==> config.mk <==
export PLATFORM = sky130hd
export DESIGN_NAME = btb_ctrl
export DESIGN_NICKNAME = d
export VERILOG_FILES = /design/src/rtl/btb_pkg.sv /design/src/rtl/btb_upd_fifo.sv /design/src/rtl/btb_ctrl.sv
export SDC_FILE = /design/constraint.sdc
export NUM_CORES = 1
export LEC_CHECK = 0
export ABC_CLOCK_PERIOD_IN_PS = 10500
export BUFFER_PORTS_ARGS = -buffer_cell sky130_fd_sc_hd__buf_4
export CORE_ASPECT_RATIO = 1.2
export CORE_MARGIN = 2
export CORE_UTILIZATION = 40
export DETAILED_ROUTE_END_ITERATION = 10
export GPL_ROUTABILITY_DRIVEN = 0
export SYNTH_ARGS = -nofsm -noshare
export SYNTH_HDL_FRONTEND = slang
export SYNTH_SLANG_ARGS = --single-unit
==> constraint.sdc <==
create_clock -name clk -period 10.5 [get_ports clk]
set_input_delay 1.575 -clock clk [delete_from_list [all_inputs] [get_ports clk]]
set_output_delay 1.575 -clock clk [all_outputs]
set_load 0.01 [all_outputs]
==> src/rtl/btb_pkg.sv <==
// ============================================================================
// Module      : btb_pkg
// Description : Shared types and constants for the BTB update controller.
// Revision    : 1.0 - initial release
// ============================================================================
`default_nettype none

package btb_pkg;

    localparam int ENTRY_W = 60;
    localparam int IDX_W   = 5;
    localparam int TAG_W   = 25;

    typedef struct packed {
        logic             valid;
        logic [TAG_W-1:0] tag;
        logic [31:0]      target;
        logic [1:0]       ctr;
    } btb_entry_t;

    typedef struct packed {
        logic [31:0] pc;
        logic        taken;
        logic [31:0] target;
    } btb_upd_t;

    typedef enum logic [1:0] {
        ST_IDLE = 2'd0,
        ST_RD   = 2'd1,
        ST_WR   = 2'd2
    } drain_state_t;

    // Two-bit saturating counter step toward the resolved direction.
    function automatic logic [1:0] ctr_step(input logic [1:0] ctr, input logic taken);
        logic [1:0] res;
        res = ctr;
        if (taken) begin
            if (ctr != 2'd3) res = ctr + 2'd1;
        end else begin
            if (ctr != 2'd0) res = ctr - 2'd1;
        end
        return res;
    endfunction

endpackage

`default_nettype wire

==> src/rtl/btb_upd_fifo.sv <==
// ============================================================================
// Module      : btb_upd_fifo
// Description : Synchronous FIFO holding resolved-branch updates awaiting drain.
// Revision    : 1.0 - initial release
// ============================================================================
`default_nettype none

module btb_upd_fifo
    import btb_pkg::*;
#(
    parameter int DEPTH = 4
) (
    input  logic     clk,
    input  logic     rst_n,
    input  logic     push,
    input  btb_upd_t push_data,
    input  logic     pop,
    output btb_upd_t head,
    output logic     full,
    output logic     empty
);

    localparam int PTR_W = $clog2(DEPTH);

    logic [PTR_W-1:0] r_wr_ptr;
    logic [PTR_W-1:0] r_rd_ptr;
    logic [PTR_W:0]   r_count;
    btb_upd_t         r_mem [DEPTH];

    logic w_push;
    logic w_pop;

    assign full   = (r_count == (PTR_W+1)'(DEPTH));
    assign empty  = (r_count == '0);
    assign w_push = push & ~full;
    assign w_pop  = pop & ~empty;
    assign head   = r_mem[r_rd_ptr];

    // Power-of-two depth lets the pointers wrap by natural overflow.
    always_ff @(posedge clk or negedge rst_n) begin
        if (!rst_n) begin
            r_wr_ptr <= '0;
            r_rd_ptr <= '0;
            r_count  <= '0;
        end else begin
            if (w_push) r_wr_ptr <= r_wr_ptr + PTR_W'(1);
            if (w_pop)  r_rd_ptr <= r_rd_ptr + PTR_W'(1);
            case ({w_push, w_pop})
                2'b10:   r_count <= r_count + (PTR_W+1)'(1);
                2'b01:   r_count <= r_count - (PTR_W+1)'(1);
                default: r_count <= r_count;
            endcase
        end
    end

    always_ff @(posedge clk) begin
        if (w_push) r_mem[r_wr_ptr] <= push_data;
    end

endmodule

`default_nettype wire

==> src/rtl/btb_ctrl.sv <==
// ============================================================================
// Module      : btb_ctrl
// Description : BTB lookup plus queued read-modify-write update controller.
// Revision    : 1.0 - initial release
// ============================================================================
`default_nettype none

module btb_ctrl
    import btb_pkg::*;
#(
    parameter int FIFO_DEPTH = 4
) (
    input  logic               clk,
    input  logic               rst_n,
    input  logic               fetch_valid,
    input  logic [31:0]        fetch_pc,
    output logic               pred_hit,
    output logic               pred_taken,
    output logic [31:0]        pred_target,
    input  logic               upd_valid,
    input  logic [31:0]        upd_pc,
    input  logic               upd_taken,
    input  logic [31:0]        upd_target,
    output logic               upd_ready,
    output logic               arr_write,
    output logic [IDX_W-1:0]   arr_index,
    output logic [ENTRY_W-1:0] arr_datain,
    input  logic [ENTRY_W-1:0] arr_dataout
);

    drain_state_t r_state;
    drain_state_t w_next;
    btb_entry_t   r_latch;
    btb_entry_t   w_rd_entry;
    btb_entry_t   w_new_entry;
    btb_upd_t     w_head;
    btb_upd_t     w_push_data;
    logic         w_full;
    logic         w_empty;
    logic         w_pop;
    logic         w_lat_hit;
    logic         w_do_write;
    logic         w_unused;

    assign w_rd_entry = btb_entry_t'(arr_dataout);
    assign w_unused   = ^{fetch_pc[1:0], w_head.pc[1:0], w_empty};

    // Lookup path is purely combinational off the array read port.
    assign pred_hit    = fetch_valid & w_rd_entry.valid & (w_rd_entry.tag == fetch_pc[31:7]);
    assign pred_taken  = pred_hit & w_rd_entry.ctr[1];
    assign pred_target = pred_hit ? w_rd_entry.target : 32'd0;

    assign w_push_data = '{pc: upd_pc, taken: upd_taken, target: upd_target};
    assign upd_ready   = ~w_full;

    btb_upd_fifo #(
        .DEPTH (FIFO_DEPTH)
    ) u_fifo (
        .clk       (clk),
        .rst_n     (rst_n),
        .push      (upd_valid),
        .push_data (w_push_data),
        .pop       (w_pop),
        .head      (w_head),
        .full      (w_full),
        .empty     (w_empty)
    );

    always_ff @(posedge clk or negedge rst_n) begin
        if (!rst_n) begin
            r_state <= ST_IDLE;
            r_latch <= '0;
        end else begin
            r_state <= w_next;
            if (r_state == ST_RD && !fetch_valid) r_latch <= w_rd_entry;
        end
    end

    // Only this controller writes the array, so the latched entry stays
    // coherent even if WR is stalled by fetches for many cycles.
    assign w_lat_hit = r_latch.valid & (r_latch.tag == w_head.pc[31:7]);

    always_comb begin
        w_new_entry = r_latch;
        w_do_write  = 1'b0;
        if (w_lat_hit) begin
            w_new_entry.ctr = ctr_step(r_latch.ctr, w_head.taken);
            if (w_head.taken) w_new_entry.target = w_head.target;
            w_do_write = 1'b1;
        end else if (w_head.taken) begin
            w_new_entry.valid  = 1'b1;
            w_new_entry.tag    = w_head.pc[31:7];
            w_new_entry.target = w_head.target;
            w_new_entry.ctr    = 2'b10;
            w_do_write         = 1'b1;
        end
    end

    assign arr_datain = w_new_entry;

    always_comb begin
        w_next    = r_state;
        arr_write = 1'b0;
        w_pop     = 1'b0;
        arr_index = fetch_valid ? fetch_pc[6:2] : w_head.pc[6:2];
        if (!fetch_valid) begin
            case (r_state)
                ST_IDLE: if (!w_full && w_empty) w_next = ST_IDLE;
                         else                    w_next = ST_RD;
                ST_RD:   w_next = ST_WR;
                ST_WR: begin
                    arr_write = w_do_write;
                    w_pop     = 1'b1;
                    w_next    = ST_IDLE;
                end
                default: w_next = ST_IDLE;
            endcase
        end
    end

endmodule

`default_nettype wire

# == Yosys cells after proc, flatten, opt, wreduce, memory -nomap -nowiden ==
# Memories as Yosys holds them, arrays and structs flattened.
# Cells that the tools add are included.
# Widths: inputs -> output; s select.
# word_totals
ff_bits,69
ram_bits,260
input_bits,161
out_inout_bits,101
wordCells,59
memories,1
# classes
addsub,6
n_eq_ne,8
n_mux,20
bitwise_logic,8
n_reduce_logical,8
# mem_list
name,words,width,rd,rd_clocked_by_memory_dff,wr,line,rtl
u_fifo.r_mem,4,65,1,0,1,btb_upd_fifo.sv:28,btb_upd_t r_mem [DEPTH];
# ops
cell,count
$mux 32,2
$mux 60,1
$eq 25x25->1,2
$mux 34,1
$mux 26,1
$mux 1,9
$add 2x1->2 const B,3
$and 1x1->1,6
$mux 2,3
$pmux 3 s2,1
$mux 5,1
$eq 2x1->1 const B,2
$eq 2x2->1 const B,2
$pmux 2 s2,1
$reduce_bool 2->1,2
$add 3x1->3 const B,1
$eq 3x3->1 const B,1
$logic_not 3->1,1
$sub 3x1->3 const B,1
$logic_and 1x1->1,2
$logic_not 1->1,2
$logic_not 2->1,1
$ne 2x2->1 const B,1
$not 1->1,2
$sub 2x1->2 const B,1

# == Depth between registers and ports, before layout ==
# logic_depth
ltp_word,6
mapped_depth,10
mapped_depth_nobuf,10

# == Cells and area by module ==
# A second synthesis with hierarchy kept.
# unflattened
cells_unflattened,703
hier_area_um2,13890.8
# by_module_without_submodules
module,instances,cells_each,area_per_inst_um2,seq_area_each_um2
btb_upd_fifo,1,377,9834.4,7982.7
btb_ctrl,1,326,4056.4,1551.5

# == Worst setup path after synthesis ==
# No wires, ideal clock.
# synth_timing
path_type,input port to output port
startpoint,input fetch_pc[24]
endpoint,output pred_target[22]
arrival_time_ns,3.139
required_ns,8.925
slack_ns,5.786
stages,6
n_path_buf,1
path_cell_list,xor2_1 -> nor4_1 -> nand3_1 -> nor4_1 -> clkbuf_1 -> and2_1
# synth_via
elab_chain_len,3
# synth_lines
element,line,rtl
start: declaration,btb_ctrl.sv:16,"input logic [31:0] fetch_pc,"
$eq 25x25->1,btb_ctrl.sv:49,assign pred_hit = fetch_valid & w_rd_entry.valid & (w_rd_entry.tag == fetch_pc[31:7]);
$and 1x1->1,btb_ctrl.sv:49,
via pred_hit,btb_ctrl.sv:17,"output logic pred_hit,"
$mux 32,btb_ctrl.sv:51,assign pred_target = pred_hit ? w_rd_entry.target : 32'd0;
end: declaration,btb_ctrl.sv:19,"output logic [31:0] pred_target,"
# The timed path passes the listed nets, and every way through them passes these cells.

# == Final worst setup path ==
# layout_timing
startpoint,register u_fifo.r_rd_ptr[1]
endpoint,output arr_datain[34]
# layout_via
elab_chain_len,4
word_cells_on_any_way,5
cone_classes,1 x eq/ne; 2 x mux; 1 x bitwise; 1 x memory
# layout_lines
element,line,rtl
start: declaration,btb_upd_fifo.sv:26,logic [PTR_W-1:0] r_rd_ptr;
start signal: assignment,btb_upd_fifo.sv:47,if (w_pop) r_rd_ptr <= r_rd_ptr + PTR_W'(1);
$mem_v2 4x65 (*),n/a,
$eq 25x25->1,btb_ctrl.sv:81,assign w_lat_hit = r_latch.valid & (r_latch.tag == w_head.pc[31:7]);
$and 1x1->1,btb_ctrl.sv:81,
$mux 26 (*),btb_ctrl.sv:86,if (w_lat_hit) begin
end: declaration,btb_ctrl.sv:27,"output logic [ENTRY_W-1:0] arr_datain,"
# Mark *: on every way between the ends. The rest lies on a longest branch, timed or not.

==> results.sh <==
export IMPL_ys_seq_elements=321
export IMPL_multi_input_area_um2=4144
export IMPL_arrival_ns=5.39
export IMPL_fp_dieH_um=206.3
export IMPL_slew_headroom_pct=20.62
export IMPL_syn_to_final_growth_pct=26.03
export IMPL_nNetsFinal=1172
export IMPL_crit_chain="buf_4 -> mux2i_1 -> mux2_2 -> o22ai_1 -> or4_1 -> or4_1 -> o21ai_4 -> mux2_2 -> buf_4"
export IMPL_required_ns=8.93
export IMPL_dr_pass1_iters=4
export IMPL_power_leakage_nw=6.492
export IMPL_dpl_hpwl_um=19320
export IMPL_htreeDepth=2
export IMPL_yosysSeqAreaShare_pct=68.12
export IMPL_rows=74
export IMPL_synth_compound_gate_area_share_pct=1.431
export IMPL_fillers=2880
export IMPL_cts_buffers=35
export IMPL_slowest_stage="o21ai_4"
export IMPL_antennaDiodeCount=0
export IMPL_hold_slack_ns=0.4958
export IMPL_io_buffers=257
export IMPL_die_w_um=172.6
export IMPL_start_kind="flip-flop"
export IMPL_yosys_area_top_type="edfxtp_1"
export IMPL_drt_initial_drc_count=335
export IMPL_post_route_period_util_pct=66.32
export IMPL_postLayoutSetupSlackWorst_ns=3.536
export IMPL_clk_pin_slew_ns=0.06
export IMPL_syn_cell_area_um2=13640
export IMPL_synth_simple_area_share_pct=3.531
export IMPL_synth_main_ff_cell="edfxtp_1"
export IMPL_p_sw_share_pct=30.48
export IMPL_worst_path_largest_cell_delay_ns=0.94
export IMPL_cts_tree="built"
export IMPL_core_um2=33790
export IMPL_drc=0
export IMPL_status="finished, final reports clean"
export IMPL_fin_setup_tns_ns=0
export IMPL_wirelength_um=30640
export IMPL_vias=7406
export IMPL_grt_pass1_vias=7831
export IMPL_grt_pass1_wl_um=46180
export IMPL_max_cap_violations=0
export IMPL_drive_gt1_share_pct=48.35
export IMPL_placed_cell_area_um2=16060
export IMPL_drv_slew=0
export IMPL_worstSetupPathType="flip-flop to output port"
export IMPL_clkPwrFrac_pct=24.3
export IMPL_io_pins=262
export IMPL_synth_top_family_by_area="multiplexers"
export IMPL_seqCellArea_um2=9301
export IMPL_cp_end_kind="output port"
export IMPL_synth_edf_count=252
export IMPL_min_path_type="flip-flop to flip-flop"
export IMPL_synth_async_reset_ratio_pct=21.50
export IMPL_synth_area_mux_share_pct=21.22
export IMPL_viasPerCell=4.984
export IMPL_finalHoldViolCount=0
export IMPL_synth_cells=734
export IMPL_worst_pin_slew_ns=1.186
export IMPL_p_per_area_nw_per_um2=289.8
export IMPL_wl_per_cell_um=20.62
export IMPL_synthAdderAreaFrac_pct=0.7520
export IMPL_finalSetupViolations=0
export IMPL_grt_antenna_before_repair=1
export IMPL_worstSkewPairLatency_ns=0.51
export IMPL_cts_sinks=321
export IMPL_die_area_um2=35610
export IMPL_switching_power_mw=1.519
export IMPL_postRouteAntennaNets=0
export IMPL_clock_skew_ns=0.01567
export IMPL_synth_area_per_cell_um2=18.59
export IMPL_synth_area_leaders="edfxtp_1 55%, dfrtp_1 13%, mux4_2 8.7%"
export IMPL_pre_cts_slack_ns=3.986
export IMPL_syn_nets=901
export IMPL_crit_fanout=40
export IMPL_yosysMostFrequentCell="edfxtp_1"
export IMPL_seqPwrFrac_pct=38.7
export IMPL_synth_xor_xnor_area_share_pct=3.210
export IMPL_initial_core_util_pct=40.37
export IMPL_yosys_cell_types_count=47
export IMPL_cts_resized=0
export IMPL_max_freq_mhz=143.6
export IMPL_postCtsHoldBufs=0
export IMPL_grt_usage_pct=17.11
export IMPL_power_frac_comb_pct=37.0
export IMPL_min_period_ns=6.964
export IMPL_synth_commonest_cells="252 x edfxtp_1, 99 x mux2_2, 69 x dfrtp_1"
export IMPL_peakVddDrop_v=0.0001562
export IMPL_rsz0062_at_grt="no"
export IMPL_p_int_mw=3.464
export IMPL_grt_max_degree=67
export IMPL_root_buffer="clkbuf_16"
export IMPL_final_cell_area_um2=17190
export IMPL_synth_warnings=0
export IMPL_synth_top_area_share_pct=55.47
export IMPL_clockBufferDepth=3
export IMPL_cts_setup_buffers=0
export IMPL_final_util_pct=50.88
export IMPL_globalRouteOverflowTotal=0
-- area by class of cell --
type                            count  share of cell area [%]
Clock buffer                       46                   5.581
Clock inverter                     16                   1.004
Inverter                           11                  0.2401
Multi-Input combinational cell    369                   24.10
Sequential cell                   321                   54.10
Tap cell                          456                   3.318
Timing Repair Buffer              267                   11.66
-- placed cells by master (no fill, tap or decap), types with 5 or more instances in the layout --
cell type	count
dfrtp_1	67
mux2_2	99
o21ai_0	10
clkbuf_1	9
clkinv_1	6
clkbuf_16	37
ha_1	5
mux2_4	18
nand4_1	6
clkinv_2	6
buf_4	267
edfxtp_1	252
xnor2_1	28
and2_1	34
inv_1	11
nand2_1	9
nor2_1	7
mux2i_1	28
mux4_2	53
nor4_1	7
xor2_1	22
-- layer usage --
layer  part of all wire (%)  track usage, %
met5                  0.036               0
met4                    1.6           4.274
met3                    5.6           3.790
met2                     51           30.54
met1                     41           21.20
-- kinds of logic (layout without fill, tap and decap cells) --
kind of cell | after synthesis | after routing
compound gates | 28 | 28
mux | 200 | 200
flops | 321 | 321
xor+xnor | 50 | 50
fa+ha+maj | 8 | 8
simple gates | 83 | 83
buf+inv | 44 | 340
-- worst max-delay path, delay by kind of cell, from the launching register on --
| family | cells | cell delay, ns |
|---|---|---|
| compound gates | 2 | 1.01 |
| buf+inv | 2 | 0.81 |
| flops | 1 | 0.79 |
| mux | 3 | 1.05 |
| simple gates | 2 | 1.16 |
-- power by group through the flow --
| stage | Combinational (mW) | Clock (mW) | Sequential [mW] |
|---|---|---|---|
| after global placement | 1.88 | 0 | 1.95 |
| after floorplan | 1.28 | 0 | 1.85 |
| after CTS | 1.89 | 1.24 | 1.94 |
| after global routing | 1.99 | 1.29 | 1.97 |
| after detailed placement | 1.88 | 0 | 1.96 |
| final | 1.85 | 1.21 | 1.93 |
-- sequential cells by signal, summed over array words and instances, names as in the netlist --
signal,cells
u_fifo.r_mem,252
r_latch,60
u_fifo.r_rd_ptr,2
u_fifo.r_wr_ptr,2
u_fifo.r_count,3
r_state,2
-- final timing paths --
| kind | start | endpoint | slack [ns] | depth (start not counted) |
|---|---|---|---|---|
| max | u_fifo.r_rd_ptr[1] | arr_datain[34] | 3.54 | 9 |
| min | u_fifo.r_count[2] | u_fifo.r_count[2] | 0.50 | 1 |
| max reg2reg | r_state[0] | u_fifo.r_count[2] | 8.14 | 8 |
| min reg2reg | u_fifo.r_count[2] | u_fifo.r_count[2] | 0.50 | 1 |
| max in group asynchronous | rst_n | u_fifo.r_rd_ptr[0] | 8.38 | 2 |
| min in group asynchronous | rst_n | r_latch[10] | 0.99 | 1 |
-- stage by stage --
stage | power [mW] | std cells
6_report | 4.983 | 1486
5_1_grt | 5.253 | 1486
4_1_cts | 5.069 | 1486
3_5_place_dp | 3.842 | 1424
3_3_place_gp | 3.823 | 1424
2_1_floorplan | 3.136 | 734
Note: power is estimated with default switching activity, not from simulation.
